## config.mk

```make
export PLATFORM = sky130hd
export DESIGN_NAME = pipe_reg_chain
export DESIGN_NICKNAME = d
export VERILOG_FILES = /design/src/rtl/pipe_reg_chain.sv
export SDC_FILE = /design/constraint.sdc
export NUM_CORES = 1
export LEC_CHECK = 0
export ABC_CLOCK_PERIOD_IN_PS = 3200
export CORE_ASPECT_RATIO = 0.5
export CORE_MARGIN = 5
export CORE_UTILIZATION = 50
export CTS_CLUSTER_DIAMETER = 200
export DETAILED_ROUTE_END_ITERATION = 12
export PLACE_DENSITY = 0.81
export SLEW_MARGIN = 40
export SYNTH_ARGS = -nofsm -noshare
export SYNTH_HDL_FRONTEND = slang
export SYNTH_SLANG_ARGS = --single-unit
```

## constraint.sdc

```tcl
create_clock -name clk -period 3.2 [get_ports clk]
set_input_delay 0.8 -clock clk [delete_from_list [all_inputs] [get_ports clk]]
set_output_delay 0.8 -clock clk [all_outputs]
set_load 0.05 [all_outputs]
```

## src/rtl/pipe_reg_chain.sv

```systemverilog
// pipe_reg_chain: a chain of DEPTH elastic register stages, WIDTH bits each,
// with a valid/ready handshake. Words advance into empty slots (bubble
// collapsing) and stall under back-pressure without loss. Provides a
// synchronous flush and a registered occupancy count.
//
// Ports:
//   clk        rising-edge clock
//   reset      asynchronous, active-low reset
//   flush      synchronous clear of all valid bits (data untouched)
//   in_valid   in_data is presented
//   in_ready   chain accepts in_data this cycle (combinational via advance chain)
//   in_data    input word
//   out_valid  stage DEPTH-1 holds a word
//   out_ready  consumer takes out_data this cycle
//   out_data   word in stage DEPTH-1
//   count      number of valid stages

// Occupancy checker: the registered count must track the valid bits.
module pipe_reg_chain_chk #(
  parameter int unsigned DEPTH = 4,
  parameter int unsigned CW    = 3
) (
  input logic             clk,
  input logic             reset,
  input logic [DEPTH-1:0] v,
  input logic [CW-1:0]    count
);

  // count equals popcount of the valid bits after every edge
  a_count_popcount: assert property (@(posedge clk) disable iff (!reset)
    count == CW'($countones(v)));

endmodule

module pipe_reg_chain #(
  parameter int unsigned      WIDTH     = 8,
  parameter int unsigned      DEPTH     = 4,
  parameter logic [WIDTH-1:0] RESET_VAL = {WIDTH{1'b0}}
) (
  input  logic                       clk,
  input  logic                       reset,
  input  logic                       flush,
  input  logic                       in_valid,
  output logic                       in_ready,
  input  logic [WIDTH-1:0]           in_data,
  output logic                       out_valid,
  input  logic                       out_ready,
  output logic [WIDTH-1:0]           out_data,
  output logic [$clog2(DEPTH+1)-1:0] count
);

  localparam int unsigned CW = $clog2(DEPTH+1);

  logic [DEPTH-1:0] r_v;
  logic [WIDTH-1:0] r_d [DEPTH];
  logic [CW-1:0]    r_count;

  logic [DEPTH-1:0] w_adv;
  logic             w_in_xfer;
  logic             w_out_xfer;

  // Advance terms. adv[i] = out_ready | (some stage j >= i is empty); written
  // in closed form so no bit of w_adv depends on another bit of w_adv.
  always_comb begin
    w_adv = {DEPTH{1'b0}};
    for (int i = 0; i < DEPTH; i++) begin
      w_adv[i] = out_ready | ~(&(r_v | ((DEPTH'(1) << i) - DEPTH'(1))));
    end
  end

  // in_ready is forced low during reset and during a flush cycle
  assign in_ready   = w_adv[0] & ~flush & reset;
  assign w_in_xfer  = in_valid & in_ready;
  assign w_out_xfer = r_v[DEPTH-1] & out_ready;

  assign out_valid = r_v[DEPTH-1];
  assign out_data  = r_d[DEPTH-1];
  assign count     = r_count;

  // Stage registers and occupancy count; flush clears valids only.
  always_ff @(posedge clk or negedge reset) begin
    if (!reset) begin
      r_v     <= {DEPTH{1'b0}};
      r_count <= {CW{1'b0}};
      for (int i = 0; i < DEPTH; i++) begin
        r_d[i] <= RESET_VAL;
      end
    end else if (flush) begin
      r_v     <= {DEPTH{1'b0}};
      r_count <= {CW{1'b0}};
    end else begin
      if (w_adv[0]) begin
        r_v[0] <= in_valid;
        if (in_valid) begin
          r_d[0] <= in_data;
        end
      end
      for (int i = 1; i < DEPTH; i++) begin
        if (w_adv[i]) begin
          r_v[i] <= r_v[i-1];
          // data under an invalid source is left alone
          if (r_v[i-1]) begin
            r_d[i] <= r_d[i-1];
          end
        end
      end
      case ({w_in_xfer, w_out_xfer})
        2'b10:   r_count <= r_count + CW'(1);
        2'b01:   r_count <= r_count - CW'(1);
        default: r_count <= r_count;
      endcase
    end
  end

  pipe_reg_chain_chk #(
    .DEPTH (DEPTH),
    .CW    (CW)
  ) u_chk (
    .clk   (clk),
    .reset (reset),
    .v     (r_v),
    .count (r_count)
  );

endmodule

```

---- Word-level counts from Yosys, hierarchy flattened ----
Cells that the tools add are included.
storage, ports and cells
  bits in registers ....................... 39
  input bits .............................. 13
  output and inout bits ................... 13
  logic and storage cells ................. 45
operators by class
  add/subtract/negate cells ............... 2
  eq/ne operators ......................... 2
  muxes and demuxes ....................... 7
  bitwise operators ....................... 13
  reduce and logical (&&, ||, !) cells .... 12
operators by type and width
  cell                   number
  $reduce_and A3 Y1      5
  $reduce_bool A2 Y1     4
  $pmux W3 S2            1
  $not A1 Y1             5
  $and A1 B1 Y1          4
  $mux W1                4
  $mux W4                1
  $or A1 B1 Y1           4
  $reduce_and A4 Y1      1
  $add A3 B1 Y3 const B  1
  $mux W3                1
  $reduce_bool A3 Y1     1
  $sub A3 B1 Y3 const B  1
  $eq A2 B1 Y1 const B   1
  $eq A2 B2 Y1 const B   1
  $reduce_and A2 Y1      1

---- Logic depth before layout (Yosys ltp) ----
  depth after elaboration ................. 9
  depth in mapped cells ................... 7

---- Least setup slack after synthesis ----
Ideal clock, no wire load.
  path kind ............................... input-to-output
  start point ............................. input port out_ready
  end point ............................... output port in_ready
  data arrival time ....................... 2341 ps
  path slack .............................. 59 ps
  stages on the path ...................... 3
  buffers on the path ..................... 0
  cell sequence ........................... and4b_1 > and2_4 > nor3b_1
between the ends
  longest elaborated chain between the ends .. 3
RTL lines
  element                     RTL line  source
  start: declaration          47        input logic out_ready,
  $or A1 B1 Y1                67        w_adv[i] = out_ready | ~(&(r_v | ((DEPTH'(1) << i) - DEPTH'(1))));
  $and A1 B1 Y1 (2 in a row)  72        assign in_ready = w_adv[0] & ~flush & reset;
  end: declaration            44        output logic in_ready,
Every way passes these cells.

---- Final worst setup path ----
Same ends and word-level chain as after synthesis.

==> summary.md <==
| Metric | Value |
|---|---|
| Run status | `completed` |
| Final-report setup violation count | `0` |
| Area share of fa/ha/maj cells after synthesis | `1.22%` |
| Sequential fraction of the synthesis area | `59.3%` |
| Net count after synthesis | `129` |
| Async set or reset register ratio after synthesis | `100%` |
| Total congestion overflow | `0` |
| Count of buffers added by post-CTS timing repair for setup | `0` |
| Critical Path Start Type | `primary input` |
| IR Drop Worst-Case VDD | `0.000379 V` |
| Combinational family with the most area after synthesis | `multiplexers` |
| Pins Over Slew Limit | `0` |
| Synth Area in Simple Gates | `9.04%` |
| Hold buffer count at CTS | `0` |
| Total via count in the routed design | `927` |
| Cell count after synthesis | `115` |
| Complex-gate fraction of the synthesized area | `2.36%` |
| Final HPWL DP | `1730 um` |
| Detailed-route wire length | `2490 um` |
| Count of routing violations after the opening detailed-route iteration | `46` |
| Boundary Pins | `26` |
| Pin count of the biggest net entering global routing | `40` |
| Clock period minus final worst setup slack | `2.99 ns` |
| DIE WIDTH | `91.2 um` |
| Final period utilization | `93.4%` |
| Aggregate global-route resource usage | `12.9%` |
| CTS sink count | `39` |
| Final Net Count | `151` |
| Flip-flop and latch count after synthesis | `39` |
| Weighted congestion reported at the end of routability-driven placement | `0.734` |
| Layout cells sized above 1 | `34.1%` |
| Number of global-route vias before repair | `951` |
| Worst min path class | `reg2reg` |
| Commonest register cell after synthesis | `dfrtp_1` |
| Top cells by instance count after synthesis | `dfrtp_1 (39), mux2_2 (33), buf_4 (8), nor2_1 (8), nor2b_1 (3)` |
| Worst hold margin | `0.500 ns` |
| Mean Syn Cell Area | `14.3 um2` |
| Capturing element type of the critical path | `output pin` |
| Yosys top cell area share | `59.3%` |
| Library cell used as clock root buffer | `clkbuf_8` |
| Layout Skew | `0.00553 ns` |
| Post-synthesis share of cell area spent on xor and xnor gates | `0%` |
| WL per Instance | `14.0 um` |
| Power density over the cells | `696 nW/um2` |
| Source-to-sink clock delay at the later pin of the worst-skew pair | `0.29 ns` |
| Core footprint | `3080 um2` |
| Die boundary height | `50.6 um` |
| DRC violation count after routing | `0` |
| Leakage power figure | `0.864 nW` |
| Number of placement rows | `14` |
| Vias/cell | `5.21` |
| Total iterations of the first detailed-routing run | `3` |
| TritonCTS clock tree | `done` |
| Final hold violations | `0` |
| Worst setup path category | `in2out` |
| Filler cell count in the final layout | `242` |
| Warnings, synthesis | `0` |
| Remaining max-slew budget at the tightest pin | `66.9%` |
| Number of flops mapped to enable cells by yosys | `0` |
| Cell type with the highest aggregate area in the netlist | `dfrtp_1` |
| Antenna violations before repair | `0` |
| Initial Util | `53.4%` |
| Slew at the pin closest to its max-slew limit | `0.495 ns` |
| Input/output buffers | `25` |
| Area added between synthesis and finish | `20.0%` |
| H-Tree Depth | `2` |
| Number of buffers added by the clock tree synthesis step | `5` |
| Antenna cell count | `0` |
| Max Buffers Root-to-Sink | `2` |
| Top-count cell post-synth | `dfrtp_1` |
| Critical path fanouts, max | `4` |
| Max-Cap Viols | `0` |
| Setup repair after global routing missed its margin | `no` |
| Final-layout setup total negative slack | `0 ns` |
| Number of antenna-violating nets in the routed design | `0` |
| Clock slew seen by the registers of the worst setup and hold paths | `0.07 ns` |
| Sequential cell area | `976 um2` |
| Most area-consuming cells after synthesis | `dfrtp_1 (59%), mux2_2 (23%), buf_4 (3.6%)` |
| Signal arrival time at the worst endpoint | `2.19 ns` |
| Worst Path Required | `2.40 ns` |
| Maximum clock frequency | `335 MHz` |
| First-pass GRT wire length | `4520 um` |
| Post-synth design cell area | `1650 um2` |
| Post-synthesis mux area share | `23.2%` |
| Die outline area | `4610 um2` |
| Combined area of the multi-input logic cells | `594 um2` |
| Count of unique library cells instantiated by Yosys | `23` |
==> logic make-up (layout without fill, tap and decap cells) <==
| kind of cell | Yosys count | after routing |
|---|---|---|
| mux | 34 | 34 |
| buf+inv | 13 | 36 |
| compound gates | 5 | 5 |
| fa+ha+maj | 1 | 1 |
| flops | 39 | 39 |
| simple gates | 23 | 23 |
==> through the flow <==
stage	power, mW	area (um2)	cells	utilization [%]	worst slack (ns)
detailed placement	1.08	1890	170	61.3	0.0827
global placement	1.07	1890	170	61.3	0.122
CTS	1.39	1970	178	63.9	0.0731
finish	1.37	1980	178	64.1	0.211
global route	1.45	1980	178	64.1	0.137
floorplan	0.998	1650	115	-	0.0590
==> critical path, cell delays in order <==
cell and delay [ns]:
clkdlybuf4s50_1 0.53, and4b_1 0.26, and2_4 0.19, nor3b_2 0.23, buf_12 0.17
==> sequential cells by signal, summed over array words and instances, names as in the netlist <==
signal / count
count: 3
r_d: 24
r_v: 4
out_data: 8
==> metal layers <==
layer,global-route usage [%],vias to the layer above,routed length [um]
met3,4.78,8,129
met2,19.1,21,1120
met4,9.51,0,67
li1,-,436,-
met1,15.6,462,1180
met5,0,-,0
==> cell type report <==
cell class                 count  share of cell area (%)
inverter                       1                   0.190
timing repair buffer          27                    13.7
clock inverter                 1                   0.253
clock buffer                   7                    3.86
sequential                    39                    49.4
multi-input combinational     63                    30.1
tap                           40                    2.53
==> report_power, final <==
group          switching, mW  total, mW  leakage [nW]  internal, mW
Combinational          0.209      0.388         0.336         0.179
Clock                  0.157      0.310        0.0422         0.153
Sequential            0.0578      0.676         0.486         0.618
==> path summary, 6_finish.rpt <==
| kind | startpoint | endpoint | slack (ns) | depth (start not counted) |
|---|---|---|---|---|
| setup / recovery | out_ready | in_ready | 0.21 | 5 |
| hold / removal | r_d[22] | r_d[14] | 0.50 | 1 |
| setup reg to reg | r_v[3] | r_d[31] | 1.39 | 4 |
| hold reg to reg | r_d[22] | r_d[14] | 0.50 | 1 |
| max in group asynchronous | reset | out_data[2] | 2.27 | 2 |
| min in group asynchronous | reset | r_d[15] | 0.60 | 2 |
==> layout by cell type, fill, tap and decap left out <==
cell / netlist / final
fa_1: 1 / 1
mux2_2: 33 / 33
o21ai_0: 2 / 2
nor3b_2: 0 / 1
nor3b_1: 2 / 1
nand3b_1: 2 / 2
or3b_1: 2 / 2
dfrtp_1: 39 / 39
nand2_1: 1 / 1
nor2b_1: 3 / 3
and4b_1: 1 / 1
o41ai_1: 1 / 1
and2_4: 1 / 1
a221oi_2: 1 / 1
clkbuf_8: 0 / 5
inv_1: 1 / 1
clkbuf_1: 2 / 2
clkdlybuf4s50_1: 0 / 23
clkinv_2: 0 / 1
mux2i_1: 1 / 1
nor3_1: 1 / 1
a21oi_1: 1 / 1
nor2_1: 8 / 8
and3_1: 1 / 1
nor3b_4: 1 / 1
buf_4: 8 / 2
buf_12: 0 / 1
buf_2: 2 / 1
==> repair_timing <==
item / 4_1_cts / 5_1_grt
endpoints found under the hold margin: 0 / 0
setup endpoints to repair: 0 / 1
resized for setup: 0 / 1
No activity file was read; power rests on OpenSTA's default activity.
